## config.mk

```make
export PLATFORM = sky130hd
export DESIGN_NAME = f1_lights_seq
export DESIGN_NICKNAME = d
export VERILOG_FILES = /design/src/rtl/f1_lights_seq.sv
export SDC_FILE = /design/constraint.sdc
export NUM_CORES = 1
export LEC_CHECK = 0
export BUFFER_PORTS_ARGS = -buffer_cell sky130_fd_sc_hd__buf_2
export CAP_MARGIN = 20
export CORE_ASPECT_RATIO = 1.2
export CORE_UTILIZATION = 32
export DETAILED_ROUTE_END_ITERATION = 7
export REMOVE_ABC_BUFFERS = 1
export SLEW_MARGIN = 30
export SYNTH_ARGS = -nofsm -noshare
export SYNTH_HDL_FRONTEND = slang
export SYNTH_SLANG_ARGS = --single-unit
```

## constraint.sdc

```tcl
create_clock -name clk -period 2 [get_ports clk]
set_input_delay 0.2 -clock clk [delete_from_list [all_inputs] [get_ports clk]]
set_output_delay 0.2 -clock clk [all_outputs]
set_load 0.01 [all_outputs]
```

## src/rtl/f1_lights_seq.sv

```systemverilog
// Formula-1 start-light sequencer: fills lights on en ticks, holds all lit,
// then times the driver's reaction from lights-out to button press.
module f1_lights_seq #(
  parameter int unsigned N_LIGHTS = 8,
  parameter int unsigned HOLD_W   = 7,
  parameter int unsigned REACT_W  = 16
) (
  input  logic                clk,
  input  logic                rst_n,
  input  logic                en,
  input  logic                trigger,
  input  logic [HOLD_W-1:0]   hold_ticks,
  input  logic                button,
  output logic [N_LIGHTS-1:0] data_out,
  output logic                cmd_seq,
  output logic                cmd_delay,
  output logic                go,
  output logic                jump_start,
  output logic [REACT_W-1:0]  react_count,
  output logic                react_valid
);

  localparam int unsigned KW = $clog2(N_LIGHTS + 1);
  localparam logic [KW-1:0] KMax = KW'(N_LIGHTS);
  localparam logic [REACT_W-1:0] ReactMax = '1;

  typedef enum logic [2:0] {
    StIdle,
    StFill,
    StHold,
    StTiming,
    StDone,
    StFault
  } state_e;

  state_e              state_q, state_d;
  logic [KW-1:0]       k_q, k_d;
  logic [HOLD_W-1:0]   hold_q, hold_d;
  logic [REACT_W-1:0]  react_q, react_d;

  always_ff @(posedge clk or negedge rst_n) begin
    if (!rst_n) begin
      state_q <= StIdle;
      k_q     <= '0;
      hold_q  <= '0;
      react_q <= '0;
    end else begin
      state_q <= state_d;
      k_q     <= k_d;
      hold_q  <= hold_d;
      react_q <= react_d;
    end
  end

  always_comb begin
    state_d = state_q;
    k_d     = k_q;
    hold_d  = hold_q;
    react_d = react_q;
    case (state_q)
      StIdle, StDone, StFault: begin
        // Button is ignored here, so a coincident trigger always restarts.
        if (trigger) begin
          state_d = StFill;
          k_d     = KW'(1);
          hold_d  = hold_ticks;
          react_d = '0;
        end
      end
      StFill: begin
        if (button) begin
          state_d = StFault;
          k_d     = '0;
        end else if (en) begin
          if (k_q < KMax) begin
            k_d = k_q + KW'(1);
          end else begin
            state_d = StHold;
          end
        end
      end
      StHold: begin
        if (button) begin
          state_d = StFault;
          k_d     = '0;
        end else if (en) begin
          if (hold_q != '0) begin
            hold_d = hold_q - HOLD_W'(1);
          end else begin
            state_d = StTiming;
            k_d     = '0;
            react_d = '0;
          end
        end
      end
      StTiming: begin
        if (button) begin
          state_d = StDone;
        end else if (react_q != ReactMax) begin
          react_d = react_q + REACT_W'(1);
        end
      end
      default: state_d = StIdle;
    endcase
  end

  // Everything below decodes registered state only.
  always_comb begin
    data_out = '0;
    for (int i = 0; i < N_LIGHTS; i++) begin
      data_out[i] = (state_q == StHold) || ((state_q == StFill) && (i < int'(k_q)));
    end
  end

  assign cmd_seq     = (state_q == StFill);
  assign cmd_delay   = (state_q == StHold);
  assign go          = (state_q == StTiming) && (react_q == '0);
  assign jump_start  = (state_q == StFault);
  assign react_valid = (state_q == StDone);
  assign react_count = react_q;

endmodule

```

==> results of run 1 <==
cell type report:
type / instances / area [µm²]
clock buffers: 7 / 86.3
clock inverters: 1 / 5.00
fillers: 670 / 3790
inverters: 14 / 52.6
multi-input cells: 203 / 1280
flip-flops and latches: 30 / 753
well taps: 85 / 106
repair buffers: 57 / 334
critical path, cell delays in order, from the launching register on:
cell	delay, ns
dfrtp_2	0.46
nor2b_2	0.18
nand2_2	0.11
inv_1	0.11
a21oi_1	0.29
o32ai_4	0.19
a21o_1	0.20
mux2_2	0.26
worst paths after layout:
path	to	cells past startpoint
max	react_count[0]	7
max reg2reg	react_count[0]	7
min reg2reg	hold_q[0]	2
min in group asynchronous	react_count[12]	2
min	hold_q[0]	3
max in group asynchronous	state_q[0]	2
repair_timing:
| item | in CTS | in global routing |
|---|---|---|
| endpoints found under the hold margin | 30 | 0 |
| resized for setup | 0 | 12 |
| buffers inserted | 0 | 2 |
| setup endpoints to repair | 0 | 19 |
| hold buffers | 1 | 0 |
routing by layer:
layer  vias up  routed length, µm  share of wire (%)  global-route usage (%)
li1       1064                  -                  -                       -
met1      1008               2510                 45                    20.8
met2        54               2710                 49                    29.4
met3        11                231                4.2                    3.22
met4         0                104                1.9                    5.93
met5         -                  0                  0                       0
power by group through the flow:
stage               logic (µW)  clock network (µW)  registers, µW
floorplan                  214                   0            712
global placement           320                   0            723
detailed placement         323                   0            725
CTS                        328                 536            714
global route               413                 554            727
finish                     362                 514            716
Yosys cell counts, types with 2 or more instances:
cell type | instances | area share (%)
clkbuf_1 | 5 | 0.89
nand3_1 | 13 | 3.1
and2_1 | 2 | 0.59
o211ai_1 | 7 | 2.5
dfrtp_1 | 30 | 35
mux2i_1 | 2 | 0.94
nor3_1 | 11 | 2.6
nand4b_1 | 2 | 0.83
a21oi_1 | 23 | 5.4
ha_1 | 6 | 3.5
and3_1 | 6 | 1.8
inv_1 | 13 | 2.3
buf_2 | 5 | 1.2
buf_4 | 3 | 1.1
or3_1 | 2 | 0.59
a21o_1 | 3 | 1.1
a31oi_1 | 6 | 1.8
nor4_1 | 3 | 0.89
nand2b_1 | 5 | 1.5
nand4_1 | 6 | 1.8
o31ai_1 | 3 | 1.1
a22o_1 | 2 | 0.83
nor2b_1 | 6 | 1.8
o21ai_0 | 25 | 5.9
nor2_1 | 19 | 3.4
nand2_1 | 25 | 4.4
a41oi_1 | 3 | 1.2
stage by stage:
step	hold WS [ns]	worst slack, ns	power (µW)	util [%]
after floorplan	-0.0956	-0.0501	927	-
after global placement	0.289	0.136	1040	38.3
after detailed placement	0.291	0.0673	1050	38.3
after CTS	0.128	0.0249	1580	39.9
after global routing	0.136	-0.0187	1690	40.9
final	0.136	0.0842	1590	40.9
state kept, by name, summed over array words and instances, names as in the netlist:
| signal | count |
|---|---|
| k_q | 4 |
| state_q | 3 |
| hold_q | 7 |
| react_count | 16 |
logic make-up after synthesis:
| group | after synthesis | synth area share [%] |
|---|---|---|
| compound gates | 86 | 26.7 |
| fa+ha+maj | 6 | 3.54 |
| buf+inv | 28 | 6.14 |
| flops | 30 | 35.4 |
| mux | 3 | 1.47 |
| simple gates | 108 | 26.7 |
==> flow_summary.json, run 1 <==
{
  "grt_first_pass_wirelength_um": 9540,
  "min_from": "hold_ticks[0]",
  "syn-instance-count": 261,
  "fin_crit_sh_pct": 95.8,
  "final_area_um2": 2620,
  "layout.cells.non_filler": 397,
  "tightest_slew_ns": 0.694,
  "syn_to_final_growth_pct": 23.5,
  "cp.arrival_ns": 2.08,
  "synth_ff_type": "dfrtp_1",
  "cts_tree": "built",
  "drv_cap": 0,
  "ant_nets": 0,
  "fin_nets": 329,
  "htreeDepth": 2,
  "finalWirelength_um": 5560,
  "grt_max_degree": 31,
  "drt_pass1_iterations": 4,
  "crit_start": "state_q[0]",
  "slew_viol_final": 0,
  "avgSynthCellArea_um2": 8.13,
  "status": "finished, final reports clean",
  "rrSetupSlack_ns": 0.08,
  "ir_drop_v": 0.000313,
  "rr_startpoint": "state_q[0]",
  "rsz0062_at_grt": "yes",
  "slew_headroom_pct": 53.7,
  "diodes": 0,
  "insertion_delay_ns": 0.28,
  "p_comb_share_pct": 22.8,
  "clock_sinks": 30,
  "required_ns": 2.17,
  "start_util_pct": 33.1,
  "grt_overflow": 0,
  "clockBufferDepth": 2,
  "final_common_cell": "buf_2",
  "yosysWarningCount": 0,
  "drc_errors": 0,
  "internal-power_uw": 1090,
  "swShare_pct": 31.5,
  "die_y_um": 91.2,
  "async_flop_share_pct": 100,
  "vias": 2137,
  "fmax_ghz": 0.522,
  "post_dp_cell_area_um2": 2450,
  "chipWidth_um": 76.3,
  "fin_worst_skew_ns": 0.00759,
  "pwr-share-seq_pct": 45.0,
  "drt-initial-drc-count": 100,
  "end_kind": "flip-flop",
  "io_pins": 41,
  "pwr_density_cell_nw_per_um2": 608,
  "core-area_um2": 6410,
  "ys_ff_latch": 30,
  "fp.dieArea_um2": 6960,
  "clk_pin_slew_ns": 0.07,
  "p_switching_uw": 502,
  "worst-path-max-fanout": 9,
  "dpl.hpwl_um": 4140,
  "setup_violations": 0,
  "drive_gt1_share_pct": 26.6,
  "portBuffers": 40,
  "final_cell_mix": "buf_2 (40), dfrtp_1 (28), nand2_1 (25), o21ai_0 (25), a21oi_1 (23)",
  "clock_power_share_pct": 32.3,
  "yosysUniqueCellTypes": 52,
  "synth_edf_count": 0,
  "grt_pass1_vias": 2080,
  "syn_area_um2": 2120,
  "setup-tns-final_ns": 0,
  "cts-root-buf": "clkbuf_8",
  "period_minus_slack_ns": 1.92,
  "place_congestion": 0.839,
  "fp-row-count": 32,
  "crit_type": "flip-flop to flip-flop",
  "dp.cells": 386,
  "p_leak_uw": 0.00121,
  "hold_viol_final": 0,
  "numCtsBuffers": 5,
  "start_kind": "flip-flop",
  "wl_per_cell_um": 14.0,
  "seq_area_frac_synth_pct": 35.4,
  "antenna_found_initial": 0,
  "routed_via_density": 5.38,
  "min_path_type": "input port to flip-flop",
  "track_usage_pct": 16.9
}
Power figures use the tool's default switching activity.
==> run 2, diff against run 1 <==
--- a/config.mk
+++ b/config.mk
@@ -7,7 +7,6 @@
 export LEC_CHECK = 0
 export BUFFER_PORTS_ARGS = -buffer_cell sky130_fd_sc_hd__buf_2
 export CAP_MARGIN = 20
-export CORE_ASPECT_RATIO = 1.2
 export CORE_UTILIZATION = 32
 export DETAILED_ROUTE_END_ITERATION = 7
 export REMOVE_ABC_BUFFERS = 1
==> flow_summary.json, run 2 (synthesis results as in run 1) <==
{
  "syn_to_final_growth_pct": 23.2,
  "setup-tns-final_ns": 0,
  "hold_viol_final": 0,
  "numCtsBuffers": 5,
  "cpMostUsedCell": "buf_4",
  "chipWidth_um": 83.4,
  "finalPower_uw": 1680,
  "cp.arrival_ns": 1.73,
  "die_y_um": 83.4,
  "worst-path-max-fanout": 11,
  "dr_wl_met3_um": 256,
  "start_kind": "flip-flop",
  "io_pins": 41,
  "dp.cells": 380,
  "clk_pin_slew_ns": 0.07,
  "ir_drop_v": 0.000301,
  "fmax_ghz": 0.518,
  "wl_met1_um": 2580,
  "pwr_density_cell_nw_per_um2": 643,
  "layout.cells.non_filler": 391,
  "place_congestion": 0.856,
  "whs_ns": 0.130,
  "fp-row-count": 29,
  "top_layer_used": "met4",
  "grt_pass1_vias": 2021,
  "post-route-util_pct": 40.9,
  "crit_family": "buffers and inverters",
  "start_util_pct": 33.2,
  "drc_errors": 0,
  "min_path_type": "input port to flip-flop",
  "fin_worst_skew_ns": 0.00878,
  "drive_gt1_share_pct": 26.1,
  "cts-root-buf": "clkbuf_8",
  "fin_crit_sh_pct": 96.4,
  "vias": 2181,
  "dr_wl_met2_um": 2650,
  "tightest_slew_ns": 0.703,
  "drt_pass1_iterations": 4,
  "max_stage_delay_ns": 0.41,
  "insertion_delay_ns": 0.29,
  "core-area_um2": 6390,
  "dpl.hpwl_um": 4010,
  "required_ns": 1.80,
  "period_minus_slack_ns": 1.93,
  "path_buf_inv": 3,
  "portBuffers": 40,
  "final_common_cell": "buf_2",
  "slew_viol_final": 0,
  "crit_type": "flip-flop to primary output",
  "slew_headroom_pct": 53.1,
  "crit_slowest_cell": "dfrtp_2",
  "clock_sinks": 30,
  "htreeDepth": 2,
  "drt-initial-drc-count": 159,
  "path_cells": "buf_4, or3b_4, buf_4, nand2_1, a31o_2, buf_2",
  "antenna_found_initial": 0,
  "ant_nets": 0,
  "finalWirelength_um": 5590,
  "final_cell_mix": "buf_2 (40), dfrtp_1 (28), nand2_1 (25)",
  "track_usage_pct": 16.9,
  "fin_nets": 331,
  "clockBufferDepth": 2,
  "diodes": 0,
  "fp.dieArea_um2": 6960,
  "grt_overflow": 0,
  "end_kind": "primary output",
  "routed_via_density": 5.58,
  "largest_register_ffs": 16,
  "status": "finished, final reports clean",
  "wl_per_cell_um": 14.3,
  "rsz0062_at_grt": "no",
  "grt_max_degree": 31,
  "cts_tree": "built",
  "setup_violations": 0,
  "grt_first_pass_wirelength_um": 9650,
  "drv_cap": 0,
  "p_leak_uw": 0.00122
}
-- run 2: cell count changes in the layout (fill, tap and decap cells not counted), sizes merged --
cell    previous run  this run
buf               56        58
bufinv             0         1
clkbuf             7         5
clkinv             1         2
-- run 2: final timing paths --
kind / start / to / slack, ns / depth (start not counted)
worst min-delay path: hold_ticks[0] / hold_q[0] / 0.13 / 3
max in group asynchronous: rst_n / state_q[0] / 1.01 / 2
worst max register to register: state_q[2] / k_q[3] / 0.13 / 6
worst min register to register: hold_q[0] / hold_q[0] / 0.54 / 2
worst max-delay path: state_q[2] / data_out[5] / 0.07 / 6
min in group asynchronous: rst_n / react_count[7] / 0.49 / 2
-- run 2: per-layer routing --
metal / vias up / global-route usage [%]
met2: 64 / 26.5
met4: 0 / 6.78
met1: 1041 / 22.6
met5: - / 0
met3: 8 / 3.88
li1: 1068 / -
-- run 2: area by class of cell --
class	instances	area (µm²)
inverters	14	52.6
clock buffers	5	68.8
clock inverters	3	40.0
repair buffers	59	345
multi-input cells	203	1260
well taps	77	96.3
fillers	662	3770
flip-flops and latches	30	753
-- run 2: repair_timing --
item	in CTS	in global routing
cloned	0	0
hold buffers	1	0
pin swaps	0	1
endpoints found under the setup margin	4	13
setup buffers	0	2
gates resized for setup	2	4
endpoints found under the hold margin	30	0
-- run 2: metrics by stage --
stage          cell area (µm²)  setup slack (ns)
3_5_place_dp              2460             0.157
5_1_grt                   2610           0.00157
4_1_cts                   2580           0.00741
6_report                  2610            0.0712
3_3_place_gp              2460             0.175
2_1_floorplan             2040           -0.0501
-- run 2: where the power goes --
group / internal, µW / leakage (µW) / switching (µW)
logic: 145 / 0.000774 / 204
clock network: 366 / 0.0000579 / 252
registers: 654 / 0.000392 / 58.5
total: 1160 / 0.00122 / 515
-- run 2: tightest hold or removal path, stage by stage --
cell     delay, ns
buf_2         0.08
nand3_1       0.05
nand2_1       0.06
